--- src/rtl/cdc_pkg.sv ---
// Shared helpers for the gray-pointer CDC FIFO source halves.
package cdc_pkg;

  // Gray conversions run on a fixed wide word; callers zero-extend their
  // pointer in and truncate the result back to pointer width.
  localparam int unsigned GrayMaxW = 32;
  typedef logic [GrayMaxW-1:0] gray_word_t;

  // Occupancy of the optional input skid buffer.
  typedef enum logic [1:0] {
    SKID_EMPTY = 2'd0,
    SKID_ONE   = 2'd1,
    SKID_TWO   = 2'd2
  } skid_state_e;

  // Pointer width: one extra bit beyond the index distinguishes full from empty.
  function automatic int unsigned ptr_width(input int unsigned log_depth);
    return log_depth + 1;
  endfunction

  function automatic gray_word_t bin2gray(input gray_word_t bin);
    return bin ^ (bin >> 1);
  endfunction

  function automatic gray_word_t gray2bin(input gray_word_t gray);
    gray_word_t bin;
    bin = gray;
    for (int i = 1; i < int'(GrayMaxW); i++) begin
      bin = bin ^ (gray >> i);
    end
    return bin;
  endfunction

endpackage

--- src/rtl/cdc_fifo_gray_src_chan.sv ---
// One source-side channel: storage, gray write pointer, read-pointer
// synchroniser, full/fill, and an optional registered-ready skid buffer.
//
// Skid buffer states (RegIn != 0):
//   state      | meaning
//   SKID_EMPTY | nothing buffered, ready high
//   SKID_ONE   | head holds a beat waiting for the FIFO, ready high
//   SKID_TWO   | head and tail hold beats, ready low
module cdc_fifo_gray_src_chan
  import cdc_pkg::*;
#(
  parameter int unsigned DataWidth  = 32,
  parameter int unsigned LogDepth   = 1,
  parameter int unsigned SyncStages = 2,
  parameter int unsigned RegIn      = 0
) (
  input  logic                                src_clk_i,
  input  logic                                src_rst_i,
  input  logic [DataWidth-1:0]                src_data_i,
  input  logic                                src_valid_i,
  output logic                                src_ready_o,
  output logic [LogDepth:0]                   src_fill_o,
  output logic                                src_idle_o,
  output logic [(2**LogDepth)*DataWidth-1:0]  async_data_o,
  output logic [LogDepth:0]                   async_wptr_o,
  input  logic [LogDepth:0]                   async_rptr_i
);

  localparam int unsigned PtrW  = ptr_width(LogDepth);
  localparam int unsigned Depth = 2**LogDepth;
  typedef logic [PtrW-1:0] ptr_t;

  logic [Depth-1:0][DataWidth-1:0] mem_q;
  ptr_t [SyncStages-1:0]           rptr_sync_q;
  ptr_t                            wptr_bin_q;
  ptr_t                            wptr_bin_next;
  ptr_t                            wptr_gray_q;
  ptr_t                            rptr_s;
  ptr_t                            rptr_bin;
  logic                            full;
  logic                            wr_valid;
  logic                            wr_ready;
  logic                            wr_fire;
  logic [DataWidth-1:0]            wr_data;
  logic                            spill_empty;

  assign rptr_s        = rptr_sync_q[SyncStages-1];
  assign rptr_bin      = PtrW'(gray2bin(gray_word_t'(rptr_s)));
  assign full          = (wptr_bin_q ^ rptr_bin) == {1'b1, {LogDepth{1'b0}}};
  assign src_fill_o    = wptr_bin_q - rptr_bin;
  assign wr_ready      = !full;
  assign wr_fire       = wr_valid && wr_ready;
  assign wptr_bin_next = wptr_bin_q + ptr_t'(1);
  assign async_data_o  = mem_q;
  assign async_wptr_o  = wptr_gray_q;
  assign src_idle_o    = (src_fill_o == '0) && spill_empty;

  // Bring the destination's gray read pointer into the source clock.
  always_ff @(posedge src_clk_i or posedge src_rst_i) begin
    if (src_rst_i) begin
      rptr_sync_q <= '0;
    end else begin
      rptr_sync_q[0] <= async_rptr_i;
      for (int i = 1; i < int'(SyncStages); i++) begin
        rptr_sync_q[i] <= rptr_sync_q[i-1];
      end
    end
  end

  // Write storage and advance binary and gray pointers on the same edge so the
  // exported gray pointer comes straight from a flop.
  always_ff @(posedge src_clk_i or posedge src_rst_i) begin
    if (src_rst_i) begin
      mem_q       <= '0;
      wptr_bin_q  <= '0;
      wptr_gray_q <= '0;
    end else if (wr_fire) begin
      mem_q[wptr_bin_q[LogDepth-1:0]] <= wr_data;
      wptr_bin_q                      <= wptr_bin_next;
      wptr_gray_q                     <= PtrW'(bin2gray(gray_word_t'(wptr_bin_next)));
    end
  end

  if (RegIn != 0) begin : g_spill
    skid_state_e          state_q;
    logic [DataWidth-1:0] head_q;
    logic [DataWidth-1:0] tail_q;
    logic                 ready_q;

    assign wr_valid    = (state_q != SKID_EMPTY);
    assign wr_data     = head_q;
    assign src_ready_o = ready_q;
    assign spill_empty = (state_q == SKID_EMPTY);

    // Skid FSM; ready is registered so the source never sees the rptr path.
    always_ff @(posedge src_clk_i or posedge src_rst_i) begin
      if (src_rst_i) begin
        state_q <= SKID_EMPTY;
        head_q  <= '0;
        tail_q  <= '0;
        ready_q <= 1'b1;
      end else begin
        case (state_q)
          SKID_EMPTY: begin
            if (src_valid_i) begin
              head_q  <= src_data_i;
              state_q <= SKID_ONE;
            end
            ready_q <= 1'b1;
          end
          SKID_ONE: begin
            if (wr_ready && src_valid_i) begin
              head_q <= src_data_i;
            end else if (wr_ready) begin
              state_q <= SKID_EMPTY;
            end else if (src_valid_i) begin
              tail_q  <= src_data_i;
              state_q <= SKID_TWO;
              ready_q <= 1'b0;
            end
          end
          SKID_TWO: begin
            if (wr_ready) begin
              head_q  <= tail_q;
              state_q <= SKID_ONE;
              ready_q <= 1'b1;
            end
          end
          default: begin
            state_q <= SKID_EMPTY;
            ready_q <= 1'b1;
          end
        endcase
      end
    end
  end else begin : g_direct
    assign wr_valid    = src_valid_i;
    assign wr_data     = src_data_i;
    assign src_ready_o = wr_ready;
    assign spill_empty = 1'b1;
  end

endmodule

--- src/rtl/cdc_fifo_gray_src_multi.sv ---
// Source-clock halves of NumChan independent gray-pointer CDC FIFOs.
// Timing: async_data_o, async_wptr_o and async_rptr_i are max-delay/skew
// paths; the first rptr synchroniser flop of each channel is a false path.
module cdc_fifo_gray_src_multi
  import cdc_pkg::*;
#(
  parameter int unsigned NumChan    = 5,
  parameter int unsigned DataWidth  = 32,
  parameter int unsigned LogDepth   = 1,
  parameter int unsigned SyncStages = 2,
  parameter int unsigned RegIn      = 0
) (
  input  logic                                        src_clk_i,
  input  logic                                        src_rst_i,
  input  logic [NumChan*DataWidth-1:0]                src_data_i,
  input  logic [NumChan-1:0]                          src_valid_i,
  output logic [NumChan-1:0]                          src_ready_o,
  output logic [NumChan*(LogDepth+1)-1:0]             src_fill_o,
  output logic                                        src_idle_o,
  output logic [NumChan*(2**LogDepth)*DataWidth-1:0]  async_data_o,
  output logic [NumChan*(LogDepth+1)-1:0]             async_wptr_o,
  input  logic [NumChan*(LogDepth+1)-1:0]             async_rptr_i
);

  localparam int unsigned PtrW  = ptr_width(LogDepth);
  localparam int unsigned MemW  = (2**LogDepth) * DataWidth;

  logic [NumChan-1:0] chan_idle;

  for (genvar c = 0; c < NumChan; c++) begin : g_chan
    cdc_fifo_gray_src_chan #(
      .DataWidth  (DataWidth),
      .LogDepth   (LogDepth),
      .SyncStages (SyncStages),
      .RegIn      (RegIn)
    ) u_chan (
      .src_clk_i    (src_clk_i),
      .src_rst_i    (src_rst_i),
      .src_data_i   (src_data_i[c*DataWidth +: DataWidth]),
      .src_valid_i  (src_valid_i[c]),
      .src_ready_o  (src_ready_o[c]),
      .src_fill_o   (src_fill_o[c*PtrW +: PtrW]),
      .src_idle_o   (chan_idle[c]),
      .async_data_o (async_data_o[c*MemW +: MemW]),
      .async_wptr_o (async_wptr_o[c*PtrW +: PtrW]),
      .async_rptr_i (async_rptr_i[c*PtrW +: PtrW])
    );
  end

  assign src_idle_o = &chan_idle;

endmodule

--- config.mk ---
export PLATFORM = sky130hd
export DESIGN_NAME = cdc_fifo_gray_src_multi
export DESIGN_NICKNAME = d
export VERILOG_FILES = /design/src/rtl/cdc_pkg.sv /design/src/rtl/cdc_fifo_gray_src_chan.sv /design/src/rtl/cdc_fifo_gray_src_multi.sv
export SDC_FILE = /design/constraint.sdc
export NUM_CORES = 1
export LEC_CHECK = 0
export BUFFER_PORTS_ARGS = -buffer_cell sky130_fd_sc_hd__buf_2
export CORE_AREA = 4 4 203 205
export CTS_CLUSTER_SIZE = 20
export DETAILED_ROUTE_END_ITERATION = 16
export DIE_AREA = 0 0 207 209
export PLACE_DENSITY_LB_ADDON = 0.05
export SLEW_MARGIN = 40
export SYNTH_ARGS = -nofsm -noshare
export SYNTH_HDL_FRONTEND = slang
export SYNTH_SLANG_ARGS = --single-unit
--- constraint.sdc ---
create_clock -name src_clk_i -period 12.5 [get_ports src_clk_i]
set_input_delay 0 -clock src_clk_i [delete_from_list [all_inputs] [get_ports src_clk_i]]
set_output_delay 0 -clock src_clk_i [all_outputs]
set_load 0.02 [all_outputs]
# After elaboration in Yosys (flattened, before gate mapping)
# Cells that the tools add are included.
# Widths: inputs -> output; s select.
# op_classes
n_addsub	10
n_lt_le_gt_ge	10
n_eq_ne	5
n_mux	15
bitwise_logic	15
reduce_logical	21
# ops
operator	count
$bwmux 64	5
$demux 32 s1	5
$mux 32	5
$xor 2x1->2	10
$add 2x1->2 const B	5
$eq 2x2->1 const B	5
$logic_and 1x1->1	10
$logic_not 2->1	5
$lt 1x2->1 const B	5
$sub 2x2->2	5
$xor 2x2->2	5
$ge 1x1->1 const B	5
$logic_not 1->1	5
$reduce_and 5->1	1
# totals
reg_bits	360
output_inout_bits	346
elab_cells	106

# Longest topological paths before layout
# Gate-level depths: netlist of run 1.
# depth
ltp_word	5
depth_mapped	5
depth_no_buf	5

# By module
# Synthesis of run 1 repeated with hierarchy kept, for this count alone.
# hier_totals
hier_cells	821
area_unflattened_um2	13603.0
# by_module_without_submodules
module	n_inst	cells_per_inst	area_each_um2	seq_area_each_um2
cdc_fifo_gray_src_chan at g_chan[0].u_chan ...	4	164	2721.4	1776.7
cdc_fifo_gray_src_chan at g_chan[4].u_chan	1	162	2705.1	1776.7
cdc_fifo_gray_src_multi	1	3	12.5	0.0

# Worst setup path after synthesis of run 1
# No wires, ideal clock.
# synth_timing
kind	reg-to-reg
start	register g_chan[0].u_chan.rptr_sync_q, in the netlist g_chan[0].u_chan.rptr_s[1]
end	register g_chan[0].u_chan.mem_q, in the netlist g_chan[0].u_chan.async_data_o[32]
t_arrival_ns	1.743
required_time_ns	12.372
setup_slack_ns	10.629
stages_incl_launch_ff	6
path_buffers	1
period_less_slack_ns	1.871
cell_sequence	dfrtp_1 xor2_1 ha_1 a21oi_2 buf_2 mux2_1
# synth_between
elab_chain_len	5
# synth_lines
element	line	source
start, declared	cdc_fifo_gray_src_chan.sv:34	ptr_t [SyncStages-1:0] rptr_sync_q;
start signal, assigned by index	cdc_fifo_gray_src_chan.sv:65	rptr_sync_q[i] <= rptr_sync_q[i-1];
$xor 2x1->2	cdc_pkg.sv:29	bin = bin ^ (gray >> i);
$xor 2x2->2	cdc_fifo_gray_src_chan.sv:49	assign full = (wptr_bin_q ^ rptr_bin) == {1'b1, {LogDepth{1'b0}}};
$eq 2x2->1	cdc_fifo_gray_src_chan.sv:49	
$logic_not 1->1	cdc_fifo_gray_src_chan.sv:51	assign wr_ready = !full;
$logic_and 1x1->1	cdc_fifo_gray_src_chan.sv:52	assign wr_fire = wr_valid && wr_ready;
end signal, assigned by index	cdc_fifo_gray_src_chan.sv:78	mem_q[wptr_bin_q[LogDepth-1:0]] <= wr_data;
end, declared	cdc_fifo_gray_src_chan.sv:33	logic [Depth-1:0][DataWidth-1:0] mem_q;
# Every way passes these cells.
# A chain may end at the register's enable or synchronous reset.

# Worst setup path in the final report of run 1
# layout_timing
start	register g_chan[4].u_chan.rptr_sync_q, in the netlist g_chan[4].u_chan.rptr_s[1]
end	output port src_idle_o
# layout_between
elab_chain_len	4
# layout_lines
element	line	source
start, declared	cdc_fifo_gray_src_chan.sv:34	
start signal, assigned by index	cdc_fifo_gray_src_chan.sv:65	
$xor 2x1->2	cdc_pkg.sv:29	
$sub 2x2->2	cdc_fifo_gray_src_chan.sv:50	assign src_fill_o = wptr_bin_q - rptr_bin;
$logic_not 2->1	cdc_fifo_gray_src_chan.sv:56	assign src_idle_o = (src_fill_o == '0) && spill_empty;
$reduce_and 5->1	cdc_fifo_gray_src_multi.sv:50	assign src_idle_o = &chan_idle;
end, declared	cdc_fifo_gray_src_multi.sv:19	output logic src_idle_o,
# Every way passes these cells.

==> flow_summary.rst, run 1 <==
.. list-table::
   :header-rows: 1

   * - Metric
     - Value
   * - Post-synthesis instance area
     - 13,500 µm²
   * - Avg Cell Area, Syn
     - 16.7 µm²
   * - Largest area contributor in the netlist
     - dfrtp_1
   * - Detailed-route DRC error count
     - 0
   * - Clock buffer count from CTS
     - 41
   * - Via density per instance
     - 4.47
   * - Leading post-synthesis cells by cell area
     - dfrtp_1, mux2_1, mux2_2
   * - Critical Path Source Type
     - register
   * - Vias post-DR
     - just over 9,000
   * - Detailed placement HPWL
     - 28,200 µm
   * - Wire length of the first global-routing pass
     - 61,300 µm
   * - IO buf count
     - 522
   * - Post-route insts no fill
     - 2,063
   * - Number of buffers added for setup after CTS
     - 0
   * - Detail Route Antenna Nets
     - 0
   * - Placeable core region
     - 39,500 µm²
   * - Dominant synthesized flop cell
     - dfrtp_1
   * - Area added between synthesis and finish
     - 46.7%
   * - Setup crit end kind
     - output pin
   * - Worst stage delay on the critical path
     - 0.49 ns
   * - Max stage delay cell, worst path
     - ha_1
   * - Global-route usage over all layers
     - between 15 and 20%
   * - Number of synthesis warnings
     - 0
   * - Number of cells produced by synthesis
     - 804
   * - Worst skew pair latency
     - about 0.53 ns
   * - Top Family by Delay on Critical Path
     - adder cells
   * - Remaining global-route overflow
     - 0
   * - Worst IR Drop VDD
     - 0.000139 V
   * - Outcome
     - complete, no violations
   * - Number of ports placed on the die boundary
     - 523
   * - Worst slew pin tran
     - approximately 0.72 ns
   * - Number of DRC markers in iteration 0
     - 349
   * - Filler cell count
     - 3,565
   * - Area used by sequential logic in the layout
     - 8880 µm²
   * - Unrepaired setup endpoints after global routing
     - false
   * - Pwr Density
     - 287 nW/µm²
   * - Pins over their slew limit
     - 0
   * - Number of antenna violations at the first check in global routing
     - 0
   * - Layout cells sized above 1
     - 46.4%
   * - Buffering stage count on the worst path with inverters included
     - 1
   * - Routed wire length per instance
     - 19.1 µm
   * - Worst-case headroom to the max-slew limit
     - between 50% and 60%
   * - Sinks on Clock Net
     - between 300 and 400
   * - Final Hold Fails
     - 0
   * - Data arrival at the endpoint of the critical path
     - 2.27 ns
   * - Setup TNS Final
     - 0 ns
   * - Die outline area
     - 43,300 µm²
   * - Worst Reg-to-Reg Cells
     - 6
   * - Number of nets in the layout
     - around 1,700
   * - Maximum Capacitance Violations
     - 0
   * - Iteration count of the initial detailed-routing pass
     - 4
   * - Post-synth EDFFs
     - 0
   * - Final Cycle Share
     - 18.2%
   * - Worst-path cell chain
     - xor2_1 -> ha_1 -> nand4_1 -> nor4_1 -> buf_2
   * - Fraction of registers with async set or reset after synthesis
     - 100%
   * - Final hold slack
     - 0.118 ns
   * - Floorplan die height
     - 209 µm
   * - Total routed wirelength
     - 39,300 µm
   * - Highest achievable clock rate
     - 441 MHz
   * - Leakage Power
     - 0.00937 µW
   * - Clk Tree Root Cell
     - clkbuf_16
   * - DP Cell Count
     - around 1,800
   * - Total inserted antenna cells
     - 0
   * - CTS H-tree depth
     - 2
   * - Clock transition at the registers of the reported paths
     - 0.06 ns
   * - Starting utilization of the core area
     - 34.1%
   * - Pin count of the biggest net entering global routing
     - 150
   * - Data required time at the worst endpoint
     - 12.50 ns
   * - Post-synth top area share
     - 66.0%
   * - Crit path kind
     - reg2out
   * - Clock Tree Buf Depth
     - 3
   * - Global placement routability congestion
     - 0.751
   * - Clock Skews
     - 0.00944 ns
   * - Die Width
     - between 200 and 250 µm
   * - Number of cells on the worst hold path
     - 2
   * - Total of endpoints with negative setup slack in the final report
     - 0
   * - Footprint of the multi-input gates
     - 4330 µm²
   * - CTS tree
     - yes
   * - Via count of the first global-routing pass
     - 10,039
   * - Highest fanout seen on the critical path
     - 6
   * - Std-Cell Rows
     - 73
   * - Proportion of synthesized chip area in sequential cells
     - around 66%
   * - Total nets after synthesis
     - approximately 990
   * - Fin crit period
     - around 2.3 ns
   * - CP Depth
     - 5
   * - Number of synthesized register bits
     - around 360
   * - Min-delay worst type
     - in2reg
   * - Netlist cell types
     - 19
[layout by cell type, fill, tap and decap left out, types with 3 or more instances in the layout]
| master | netlist | layout |
|---|---|---|
| dfrtp_1 | 355 | 355 |
| mux2_2 | 105 | 105 |
| bufinv_16 | 0 | 3 |
| buf_4 | 10 | 9 |
| xor2_1 | 11 | 11 |
| a21boi_0 | 5 | 5 |
| a21oi_4 | 0 | 10 |
| xnor2_1 | 5 | 5 |
| nand2_1 | 10 | 10 |
| clkbuf_1 | 0 | 5 |
| mux2i_1 | 5 | 5 |
| xnor3_1 | 4 | 4 |
| buf_2 | 27 | 522 |
| clkinv_2 | 0 | 7 |
| clkbuf_8 | 0 | 6 |
| dlygate4sd3_1 | 0 | 176 |
| clkbuf_16 | 0 | 41 |
| mux2_1 | 215 | 215 |
| ha_1 | 6 | 6 |
| nand2b_1 | 5 | 5 |
| inv_1 | 20 | 19 |
| xor2_2 | 5 | 5 |
[metal layers]
metal | vias to the layer above | GRT usage [%] | share of wire [%]
met3 | 70 | 6.07 | 7.7
li1 | 4219 | - | -
met1 | 4613 | 21.7 | 40
met5 | - | 0 | 0
met4 | 0 | 6.38 | 3.0
met2 | 326 | 30.0 | 49
[cells by family (layout without fill, tap and decap cells)]
logic type	Yosys count	count (layout)	synth area share [%]
multiplexers	325	325	27.2
XOR/XNOR	25	25	2.32
buffers and inverters	60	794	2.37
AND/OR/NAND/NOR	18	18	0.651
AO/OA/AOI/OAI	15	15	0.930
flip-flops	355	355	66.0
adder cells (fa/ha/maj)	6	6	0.558
[state kept, by name, indices dropped and copies added (netlist names)]
register and count:
g_chan.u_chan.rptr_s 10, g_chan.u_chan.async_data_o 320, g_chan.u_chan.async_wptr_o 5, g_chan.u_chan.wptr_bin_q 10
g_chan.u_chan.rptr_sync_q 10
[area by class of cell]
class / count / share of cell area [%]
clock buffers: 52 / 5.71
clock inverters: 10 / 0.634
inverters: 20 / 0.444
multi-input cells: 389 / 21.9
flip-flops and latches: 355 / 45.0
well taps: 525 / 3.33
repair buffers: 712 / 22.9
[power breakdown]
group / leakage (µW) / switching (µW) / internal, µW / total (µW)
logic: 0.00457 / 1560 / 984 / 2550
clock network: 0.000624 / 454 / 690 / 1140
registers: 0.00418 / 264 / 1720 / 1980
[cell usage after synthesis (6+ instances only)]
| master | instances |
|---|---|
| inv_1 | 20 |
| mux2_1 | 215 |
| buf_4 | 10 |
| a21oi_2 | 10 |
| ha_1 | 6 |
| buf_2 | 27 |
| dfrtp_1 | 355 |
| xor2_1 | 11 |
| mux2_2 | 105 |
| nand2_1 | 10 |
[worst paths after layout]
check | start | end | slack [ns]
setup / recovery | g_chan[4].u_chan.rptr_s[1] | src_idle_o | 10.23
hold / removal | async_rptr_i[4] | g_chan[2].u_chan.rptr_sync_q[0] | 0.12
setup reg to reg | g_chan[3].u_chan.rptr_s[1] | g_chan[3].u_chan.async_data_o[16] | 10.26
hold reg to reg | g_chan[4].u_chan.rptr_sync_q[0] | g_chan[4].u_chan.rptr_s[0] | 0.34
max in group asynchronous | src_rst_i | g_chan[2].u_chan.async_data_o[18] | 11.04
min in group asynchronous | src_rst_i | g_chan[4].u_chan.async_data_o[1] | 0.16
[repair_timing]
action,4_1_cts,5_1_grt
gates resized for setup,0,0
hold buffers,176,0
endpoints found under the hold margin,475,0
[through the flow]
| step | utilization [%] | setup slack, ns | cell area (µm²) | total power (µW) |
|---|---|---|---|---|
| global route | 50.0 | 10.07 | 19700 | 6020 |
| CTS | 49.9 | 10.17 | 19700 | 5780 |
| floorplan | - | 2.65 | 13500 | 3570 |
| detailed placement | 42.3 | 10.25 | 16700 | 4560 |
| global placement | 42.2 | 10.05 | 16700 | 4530 |
| finish | 50.0 | 10.23 | 19700 | 5670 |
[worst reg2reg max path: cells and delay by family (launching register included)]
| family | cells | cell delay (ns) |
|---|---|---|
| buf+inv | 2 | 0.39 |
| xor+xnor | 1 | 0.23 |
| fa+ha+maj | 1 | 0.35 |
| compound gates | 1 | 0.37 |
| mux | 1 | 0.36 |
| flops | 1 | 0.41 |
(Power assumes the default switching activity.)
==> run 2, diff against run 1 <==
==> constraint.sdc (replaced) <==
create_clock -name src_clk_i -period 2.26 [get_ports src_clk_i]
set_input_delay 0 -clock src_clk_i [delete_from_list [all_inputs] [get_ports src_clk_i]]
set_output_delay 0 -clock src_clk_i [all_outputs]
set_load 0.02 [all_outputs]
==> run 2 against run 1 <==
- sequential power rose to 5.6 times the previous value
- flip-flop and latch count unchanged
- final cell count up 0.87%
- sequential share of layout area down 0.73 points
- critical path type unchanged
==> flow_summary.rst, run 2 (synthesized netlist as in run 1, its figures left out) <==
.. list-table::
   :header-rows: 1

   * - Metric
     - Value
   * - Worst IR Drop VDD
     - 0.000804 V
   * - Number of DRC markers in iteration 0
     - 272
   * - Vias post-DR
     - 9,223
   * - Iteration count of the initial detailed-routing pass
     - 6
   * - Wire length of the first global-routing pass
     - just over 60,000 µm
   * - Fin crit period
     - between 2 and 2.5 ns
   * - Worst-case hold path end point
     - g_chan[2].u_chan.rptr_sync_q[0]
   * - Final Cycle Share
     - 92.4%
   * - Detail Route Antenna Nets
     - 0
   * - Setup crit end kind
     - output pin
   * - Data arrival at the endpoint of the critical path
     - 2.09 ns
   * - Pin count of the biggest net entering global routing
     - 92
   * - Layout cells sized above 1
     - 46.9%
   * - Total power consumption of the routed design
     - 32,000 µW
   * - Starting utilization of the core area
     - 34.1%
   * - Startpoint of the worst register-to-register path
     - g_chan[3].u_chan.rptr_s[1]
   * - Global-route usage over all layers
     - 18.1%
   * - Number of nets in the layout
     - roughly 1,700
   * - Startpoint of the tightest hold check path
     - async_rptr_i[4]
   * - CTS H-tree depth
     - 2
   * - Outcome
     - complete, no violations
   * - Data required time at the worst endpoint
     - 2.26 ns
   * - Maximum Capacitance Violations
     - 0
   * - Worst skew pair latency
     - 0.55 ns
   * - Highest achievable clock rate
     - roughly 480 MHz
   * - Via count of the first global-routing pass
     - 10,140
   * - Final Hold Fails
     - 0
   * - Detailed-route DRC error count
     - 0
   * - Worst Reg-to-Reg Cells
     - 5
   * - Clock Tree Buf Depth
     - 3
   * - Clk Tree Root Cell
     - clkbuf_16
   * - Sinks on Clock Net
     - 355
   * - End of the worst register-to-register path
     - g_chan[3].u_chan.async_data_o[24]
   * - Number of buffers added for setup after CTS
     - 0
   * - Total of endpoints with negative setup slack in the final report
     - 0
   * - Die Width
     - 207 µm
   * - Remaining global-route overflow
     - 0
   * - Number of cells on the worst hold path
     - 2
   * - Number of ports placed on the die boundary
     - roughly 520
   * - Floorplan die height
     - 209 µm
   * - Min-delay worst type
     - in2reg
   * - Leakage Power
     - ~0.0095 µW
   * - Worst slew pin tran
     - 0.523 ns
   * - Clock buffer count from CTS
     - 41
   * - Most common cell after layout, fill and taps aside
     - buf_2
   * - Worst-path cell chain
     - xor2_2 -> ha_4 -> inv_1 -> nor4_2 -> buf_4
   * - Critical Path Source Type
     - register
   * - Routed wire length per instance
     - 19.1 µm
   * - Max FFs per register
     - 320
   * - Die outline area
     - between 40,000 and 50,000 µm²
   * - Most frequent cells in the layout
     - buf_2, dfrtp_1, mux2_1
   * - Pins over their slew limit
     - 0
   * - DP Cell Count
     - 1,827
   * - Via density per instance
     - 4.43
   * - Std-Cell Rows
     - 73
   * - Crit path kind
     - reg2out
   * - Number of antenna violations at the first check in global routing
     - 1
   * - Detailed placement HPWL
     - about 29,000 µm
   * - Clock transition at the registers of the reported paths
     - 0.06 ns
   * - Total routed wirelength
     - 39,700 µm
   * - IO buf count
     - 522
   * - Placeable core region
     - 39,500 µm²
   * - Critical path launch point
     - g_chan[1].u_chan.rptr_s[1]
   * - Worst stage delay on the critical path
     - 0.45 ns
   * - Setup TNS Final
     - 0 ns
   * - Post-route insts no fill
     - between 2,000 and 2,500
   * - Global placement routability congestion
     - 0.763
   * - CTS tree
     - yes
   * - Pwr Density
     - around 1600 nW/µm²
   * - Worst-case headroom to the max-slew limit
     - 65.2%
   * - Flop-to-flop setup slack
     - 0.36 ns
   * - Clock Skews
     - 0.0149 ns
   * - Area added between synthesis and finish
     - 49.1%
   * - Max stage delay cell, worst path
     - dfrtp_2
   * - Highest fanout seen on the critical path
     - 5
## run 2: cell types whose count changed in the layout (fill, tap and decap cells not counted), sizes merged
cell         change
buf              +2
bufinv           -1
clkbuf          +15
clkinv           -1
clkinvlp         +1
diode            +1
dlygate4sd3      +1
## run 2: how the worst max path moves through the flow
stage | to | slack [ns]
floorplan | g_chan[0].u_chan.async_data_o[0] | -2.50
global placement | g_chan[4].u_chan.async_data_o[60] | 0.30
detailed placement | g_chan[4].u_chan.async_data_o[19] | 0.29
CTS | src_idle_o | 0.0001
global route | src_idle_o | -0.009
finish | src_idle_o | 0.17
## run 2: cell type report
type | count | area (µm²)
diodes | 1 | 2.50
fillers | 3585 | 19400
well taps | 525 | 657
clock inverters | 9 | 98.8
multi-input cells | 389 | 4400
flip-flops and latches | 355 | 8890
repair buffers | 715 | 4690
clock buffers | 67 | 1250
inverters | 20 | 78.8
## run 2: routing by layer
| metal | GRT usage (%) | routed length, µm | vias up |
|---|---|---|---|
| met1 | 22.1 | 16000 | 4576 |
| met4 | 7.16 | 1360 | 0 |
| met5 | 0 | 0 | - |
| met3 | 6.16 | 3100 | 69 |
| li1 | - | - | 4246 |
| met2 | 29.7 | 19200 | 332 |
## run 2: critical path, delay by kind of cell, from the launching register on
family,cells,cell delay (ns)
flip-flops,1,0.45
adder cells (fa/ha/maj),1,0.32
buffers and inverters,2,0.30
XOR/XNOR,1,0.20
AND/OR/NAND/NOR,1,0.28
## run 2: stage by stage
step	worst slack (ns)	instance area (µm²)	hold WS [ns]	utilization (%)
detailed placement	0.288	16900	-0.0220	42.7
floorplan	-2.50	13500	0.0314	-
finish	0.173	20100	0.101	50.8
CTS	0.000102	20000	0.0614	50.7
global placement	0.304	16900	-0.0175	42.7
global route	-0.00862	20100	0.0918	50.8
## run 2: report_power, final
group	internal (µW)	total [µW]	switching [µW]
clock	4000	6590	2600
combinational	5690	14400	8760
sequential	9500	11000	1470
total	19200	32000	12800
## run 2: timing repair
action | in CTS | in global routing
gates resized for setup | 5 | 10
endpoints found under the hold margin | 695 | 0
endpoints found under the setup margin | 1 | 1
hold buffers | 177 | 0
